<file path="src/rtl/e203_csr_arb_pkg.sv">
// ---------------------------------------------------------------------------
// e203_csr_arb_pkg
// Shared definitions for the CSR port arbiter: data width, arbiter state
// encoding and the width of the debug starvation counter.
// ---------------------------------------------------------------------------
package e203_csr_arb_pkg;

    localparam int E203_XLEN    = 32;
    localparam int STARVE_CNT_W = 8;

    typedef enum logic [1:0] {
        ARB_IDLE    = 2'd0,
        ARB_DBG_ISS = 2'd1,
        ARB_DBG_RSP = 2'd2
    } arb_state_e;

endpackage

</file>
<file path="src/rtl/e203_csr_arb_starve_cnt.sv">
// ---------------------------------------------------------------------------
// e203_csr_arb_starve_cnt
// Saturating counter of cycles a debug request has been refused. It flags
// starvation once the count reaches STARVE_LIMIT.
//
// Ports:
//   clk, rst_n  clock, synchronous active-low reset
//   cnt_inc     debug request refused this cycle (IDLE, valid, not ready)
//   cnt_clr     debug request accepted or withdrawn
//   starve      count has reached STARVE_LIMIT
// ---------------------------------------------------------------------------
module e203_csr_arb_starve_cnt
    import e203_csr_arb_pkg::*;
#(
    parameter int STARVE_LIMIT = 8
) (
    input  logic clk,
    input  logic rst_n,
    input  logic cnt_inc,
    input  logic cnt_clr,
    output logic starve
);

    logic [STARVE_CNT_W-1:0] cnt_q;
    logic [STARVE_CNT_W-1:0] cnt_d;

    always_comb begin
        cnt_d = cnt_q;
        if (cnt_clr) begin
            cnt_d = '0;
        end else if (cnt_inc && (cnt_q != '1)) begin
            cnt_d = cnt_q + STARVE_CNT_W'(1);
        end
    end

    always_ff @(posedge clk) begin
        if (!rst_n) begin
            cnt_q <= '0;
        end else begin
            cnt_q <= cnt_d;
        end
    end

    assign starve = (cnt_q == STARVE_CNT_W'(STARVE_LIMIT));

endmodule

</file>
<file path="src/rtl/e203_csr_port_arbiter.sv">
// ---------------------------------------------------------------------------
// e203_csr_port_arbiter
// Shares the single CSR register-file port between the core CSR-instruction
// path (combinational, single cycle) and the debug-module abstract-command
// path (valid/ready request and response).
//
// Optional feature macro: E203_CSR_ARB_STARVE_EN
//   defined   - debug wins over the core after STARVE_LIMIT refused cycles
//   undefined - core has strict priority, no starvation counter
//
// Ports:
//   clk, rst_n                         clock, synchronous active-low reset
//   core_req_valid/ready               core access request / grant
//   core_wr_en, core_rd_en, core_idx,
//   core_wdat                          core access fields
//   core_rdat, core_ilgl               read data / illegal flag to the core
//   dbg_req_valid/ready, dbg_req_wr,
//   dbg_req_idx, dbg_req_wdat          debug request channel
//   dbg_rsp_valid/ready, dbg_rsp_rdat,
//   dbg_rsp_err                        debug response channel
//   csr_ena, csr_wr_en, csr_rd_en,
//   csr_idx, wbck_csr_dat              port toward the CSR file
//   read_csr_dat, csr_access_ilgl      port return from the CSR file
//
// State | meaning
// IDLE    | core owns the port; a debug request may be accepted
// DBG_ISS | registered debug access is on the port; core stalled
// DBG_RSP | debug response held until consumed; core owns the port
// ---------------------------------------------------------------------------
module e203_csr_port_arbiter
    import e203_csr_arb_pkg::*;
#(
    parameter int STARVE_LIMIT = 8
) (
    input  logic                 clk,
    input  logic                 rst_n,

    input  logic                 core_req_valid,
    output logic                 core_req_ready,
    input  logic                 core_wr_en,
    input  logic                 core_rd_en,
    input  logic [11:0]          core_idx,
    input  logic [E203_XLEN-1:0] core_wdat,
    output logic [E203_XLEN-1:0] core_rdat,
    output logic                 core_ilgl,

    input  logic                 dbg_req_valid,
    output logic                 dbg_req_ready,
    input  logic                 dbg_req_wr,
    input  logic [11:0]          dbg_req_idx,
    input  logic [E203_XLEN-1:0] dbg_req_wdat,
    output logic                 dbg_rsp_valid,
    input  logic                 dbg_rsp_ready,
    output logic [E203_XLEN-1:0] dbg_rsp_rdat,
    output logic                 dbg_rsp_err,

    output logic                 csr_ena,
    output logic                 csr_wr_en,
    output logic                 csr_rd_en,
    output logic [11:0]          csr_idx,
    output logic [E203_XLEN-1:0] wbck_csr_dat,
    input  logic [E203_XLEN-1:0] read_csr_dat,
    input  logic                 csr_access_ilgl
);

    if ((STARVE_LIMIT < 1) || (STARVE_LIMIT > 255)) begin : g_bad_limit
        $error("STARVE_LIMIT must be within 1..255");
    end

    arb_state_e             state_q, state_d;
    logic [11:0]            dbg_idx_q, dbg_idx_d;
    logic [E203_XLEN-1:0]   dbg_wdat_q, dbg_wdat_d;
    logic                   dbg_wr_q, dbg_wr_d;
    logic [E203_XLEN-1:0]   rsp_rdat_q, rsp_rdat_d;
    logic                   rsp_err_q, rsp_err_d;

    logic starve;
    logic dbg_accept;

    // Handshake outputs are gated with rst_n so nothing is offered while
    // reset is held, even before the first reset edge has cleared state.
    assign dbg_req_ready  = rst_n & (state_q == ARB_IDLE) & (~core_req_valid | starve);
    assign dbg_accept     = dbg_req_valid & dbg_req_ready;
    assign core_req_ready = rst_n & (state_q != ARB_DBG_ISS);
    assign dbg_rsp_valid  = rst_n & (state_q == ARB_DBG_RSP);
    assign dbg_rsp_rdat   = rsp_rdat_q;
    assign dbg_rsp_err    = rsp_err_q;
    assign core_rdat      = read_csr_dat;
    assign core_ilgl      = csr_access_ilgl;

`ifdef E203_CSR_ARB_STARVE_EN
    e203_csr_arb_starve_cnt #(
        .STARVE_LIMIT (STARVE_LIMIT)
    ) u_starve_cnt (
        .clk     (clk),
        .rst_n   (rst_n),
        .cnt_inc ((state_q == ARB_IDLE) & dbg_req_valid & ~dbg_req_ready),
        .cnt_clr (dbg_accept | ~dbg_req_valid),
        .starve  (starve)
    );
`else
    assign starve = 1'b0;
`endif

    // Port mux: the debug access owns the port only in DBG_ISS; otherwise the
    // core mirrors straight through. An invalid core request drives all zero.
    always_comb begin
        csr_ena      = 1'b0;
        csr_wr_en    = 1'b0;
        csr_rd_en    = 1'b0;
        csr_idx      = '0;
        wbck_csr_dat = '0;
        if (rst_n) begin
            if (state_q == ARB_DBG_ISS) begin
                csr_ena      = 1'b1;
                csr_rd_en    = 1'b1;
                csr_wr_en    = dbg_wr_q;
                csr_idx      = dbg_idx_q;
                wbck_csr_dat = dbg_wdat_q;
            end else if (core_req_valid) begin
                csr_ena      = 1'b1;
                csr_wr_en    = core_wr_en;
                csr_rd_en    = core_rd_en;
                csr_idx      = core_idx;
                wbck_csr_dat = core_wdat;
            end
        end
    end

    always_comb begin
        state_d    = state_q;
        dbg_idx_d  = dbg_idx_q;
        dbg_wdat_d = dbg_wdat_q;
        dbg_wr_d   = dbg_wr_q;
        rsp_rdat_d = rsp_rdat_q;
        rsp_err_d  = rsp_err_q;
        unique case (state_q)
            ARB_IDLE: begin
                if (dbg_accept) begin
                    dbg_idx_d  = dbg_req_idx;
                    dbg_wdat_d = dbg_req_wdat;
                    dbg_wr_d   = dbg_req_wr;
                    state_d    = ARB_DBG_ISS;
                end
            end
            ARB_DBG_ISS: begin
                rsp_rdat_d = read_csr_dat;
                rsp_err_d  = csr_access_ilgl;
                state_d    = ARB_DBG_RSP;
            end
            ARB_DBG_RSP: begin
                if (dbg_rsp_ready) begin
                    state_d = ARB_IDLE;
                end
            end
            default: state_d = ARB_IDLE;
        endcase
    end

    always_ff @(posedge clk) begin
        if (!rst_n) begin
            state_q    <= ARB_IDLE;
            dbg_idx_q  <= '0;
            dbg_wdat_q <= '0;
            dbg_wr_q   <= 1'b0;
            rsp_rdat_q <= '0;
            rsp_err_q  <= 1'b0;
        end else begin
            state_q    <= state_d;
            dbg_idx_q  <= dbg_idx_d;
            dbg_wdat_q <= dbg_wdat_d;
            dbg_wr_q   <= dbg_wr_d;
            rsp_rdat_q <= rsp_rdat_d;
            rsp_err_q  <= rsp_err_d;
        end
    end

endmodule
</file>
<file path="config.mk">
export PLATFORM = sky130hd
export DESIGN_NAME = e203_csr_port_arbiter
export DESIGN_NICKNAME = d
export VERILOG_FILES = /design/src/rtl/e203_csr_arb_pkg.sv /design/src/rtl/e203_csr_arb_starve_cnt.sv /design/src/rtl/e203_csr_port_arbiter.sv
export SDC_FILE = /design/constraint.sdc
export NUM_CORES = 1
export LEC_CHECK = 0
export ABC_AREA = 1
export BUFFER_PORTS_ARGS = -buffer_cell sky130_fd_sc_hd__clkbuf_2
export CAP_MARGIN = 20
export CORE_UTILIZATION = 25
export CTS_CLUSTER_DIAMETER = 80
export CTS_CLUSTER_SIZE = 25
export DETAILED_ROUTE_END_ITERATION = 8
export GPL_ROUTABILITY_DRIVEN = 1
export PLACE_DENSITY = 0.49
export SKIP_LAST_GASP = 1
export SLEW_MARGIN = 20
export SYNTH_ARGS = -nofsm -noshare
export SYNTH_HDL_FRONTEND = slang
export SYNTH_SLANG_ARGS = --single-unit
</file>
<file path="constraint.sdc">
create_clock -name clk -period 2 [get_ports clk]
set_clock_uncertainty 0.05 [all_clocks]
set_input_delay 0.4 -clock clk [delete_from_list [all_inputs] [get_ports clk]]
set_output_delay 0.4 -clock clk [all_outputs]
set_load 0.005 [all_outputs]
</file>
==> impl_results.md <==
* Status: finished, final reports clean
* RSZ-0062 raised after global routing: true
* Drt pass-1 iters at 4
* Unique masters post-synth at 20
* Final period util at a little over nine tenths
* Crit path capture type: output port
* GPL Wtd Cong at just under 0.8
* Worst slew margin at a little under three quarters
* Worst slew pin tran at roughly 0.42 ns
* Detailed Place HPWL at slightly below 10 mm
* Total Routing Usage GR at between 10% and 20%
* CTS tree: done
* # hold bufs at CTS at 0
* Startpoint Class: flop
* Final hold slack at between 0.15 and 0.2 ns
* Fraction of layout cells with a size suffix above 1 at 33.18%
* H-tree levels at 3
* Worst-Skew Late Latency at about 0.34 ns
* Avg WL per Cell at 12.41 um
* Core area at 16,760 sq um
* Syn avg cell area at 6.346 sq um
* Fmax at ~500 MHz
* Fin nets at a little over 1k
* ANT nets after route at 0
* Largest net degree at the start of global routing at between 40 and 50
* Row cnt at 47
* Detailed-route DRC error count at 0
* Number of port buffers at 244
* Final min period at roughly 2.0 ns
* Via count at between 4k and 5k
* Fin area at between 6000 and 7000 sq um
* Area growth syn-to-layout at 38.83%
* Worst Path Required at 1.55 ns
* Post-synthesis net count at 811
* Setup slack after layout at 0.04890 ns
* Grt ovf at 0
* Seq/Total Area, Yosys at 37.00%
* Chip Width at between 100 and 150 um
* DIE AREA at between 15,000 and 20,000 sq um
* Max IR drop VDD at 0.0004937 V
* Synthesis-stage register bit count at 80
* Die height at about 130 um
* Design Power at 4.306 mW
* DRT iter0 DRCs at between 150 and 200
* Boundary pin count at 245
* Cells after synthesis at approximately 680
* Leakage at about 3.4 nW
* Global-route wire length before repair at 21.71 mm
* WP data arrival at roughly 1.5 ns
* Final setup fails at 0
* # fillers at 1,858
* Vias per cell at between 4 and 5
* Pre-CTS setup slack at between 0.1 and 0.15 ns
* Clk slew on worst S/H paths at 0.06 ns
* ANT cells at 0
* Non-filler instance count after layout at 1,103
* Vias in the first global route at between 4k and 5k
* Placed Cells incl. Taps at approximately 1.1k
* CTS Root Cell: clkbuf_16
* Fin. max-slew vios at 0
* Min-Delay Path Class: in2reg
* Max_cap viols at 0
* Clock sinks at 80
* Clock Path Buffers at 2
* CP Max Fanout at 25
* Mapped Area at about 4300 sq um
* CP Class: reg2out
* Cell Pwr Density at about 700 nW/um^2
* Initial antenna violation count at 0
* Placed inst area at 5598 sq um
* Hold Vio Cnt, Final at 0
* Initial core utilization at between 20% and 30%
* Final WL at 13.68 mm
* Yosys warns at 0
* Num CTS Buffers at 9
==> placed cells by master (no fill, tap or decap), types with 10 or more instances in the layout <==
cell type,synthesis,final
dfxtp_1,80,78
o21ai_1,30,31
o21ai_0,15,13
nand4_1,45,45
nand3_1,78,78
buf_4,33,10
nand2_1,161,159
inv_1,137,137
nor2_1,46,46
clkbuf_2,0,243
==> area by class of cell <==
class | count | area, sq um | share of cell area [%]
sequential | 80 | 1607 | 26.74
clock buffer | 9 | 225.2 | 3.748
inverter | 142 | 538.0 | 8.955
multi-input combinational | 382 | 1773 | 29.51
tap | 220 | 275.3 | 4.581
clock inverter | 7 | 118.9 | 1.978
timing repair buffer | 263 | 1471 | 24.49
==> path summary, 6_finish.rpt <==
kind / start / endpoint / slack [ns] / cells after the start
hold reg to reg: dbg_rsp_err / dbg_rsp_err / 0.39 / 2
setup reg to reg: state_q[0] / dbg_rsp_rdat[4] / 0.56 / 9
setup / recovery: state_q[0] / csr_wr_en / 0.05 / 6
hold / removal: dbg_rsp_ready / state_q[1] / 0.19 / 2
==> Yosys cell counts, drive strengths merged <==
| cell type | number | area [sq um] |
|---|---|---|
| nand2 | 161 | 604.3 |
| inv | 142 | 533.0 |
| dfxtp | 80 | 1602 |
| nand3 | 79 | 407.9 |
| buf | 64 | 391.6 |
| nor2 | 49 | 210.2 |
| nand4 | 45 | 281.5 |
| o21ai | 45 | 225.2 |
| clkbuf | 14 | 52.55 |
| nor3 | 1 | 5.000 |
| o21a | 1 | 7.510 |
| o31ai | 1 | 7.510 |
==> worst max-delay path: stages, from the launching register on <==
cell      delay [ns]
dfxtp_4         0.38
inv_2           0.05
nor2_4          0.15
nand2_4         0.09
buf_12          0.17
o21ai_0         0.17
clkbuf_2        0.14
==> registers in the layout, indices dropped and copies added (netlist names) <==
| name | count |
|---|---|
| dbg_wdat_q | 32 |
| dbg_wr_q | 1 |
| dbg_rsp_rdat | 32 |
| state_q | 2 |
| dbg_rsp_err | 1 |
| dbg_idx_q | 12 |
==> repair_timing <==
| action | CTS | global route |
|---|---|---|
| pin swaps | 0 | 0 |
| endpoints found under the setup margin | 47 | 35 |
| setup buffers | 0 | 1 |
| endpoints found under the hold margin | 0 | 0 |
| resized for setup | 7 | 10 |
==> power breakdown <==
group,switching (mW),internal (mW)
Clock,0.695,1.22
Combinational,0.397,0.306
Sequential,0.0235,1.66
==> layer usage <==
metal | up-vias | routed length [um] | GRT usage (%)
met5 | - | 0 | 0
met4 | 0 | 133 | 3.788
li1 | 2458 | - | -
met3 | 10 | 850 | 3.805
met1 | 2077 | 6272 | 19.72
met2 | 144 | 6427 | 26.01
==> cell families after synthesis <==
| kind of cell | Yosys count | share of synthesized area, % |
|---|---|---|
| compound gates | 47 | 5.551 |
| buf+inv | 220 | 22.58 |
| flops | 80 | 37.01 |
| simple gates | 335 | 34.87 |
==> stage by stage <==
step / util (%) / setup TNS [ns]
3_5_place_dp: 33.40 / 0
6_report: 35.85 / 0
3_3_place_gp: 33.40 / 0
5_1_grt: 35.85 / -0.3584
2_1_floorplan: - / 0
4_1_cts: 35.57 / 0
Note: power is estimated with default switching activity, not from simulation.
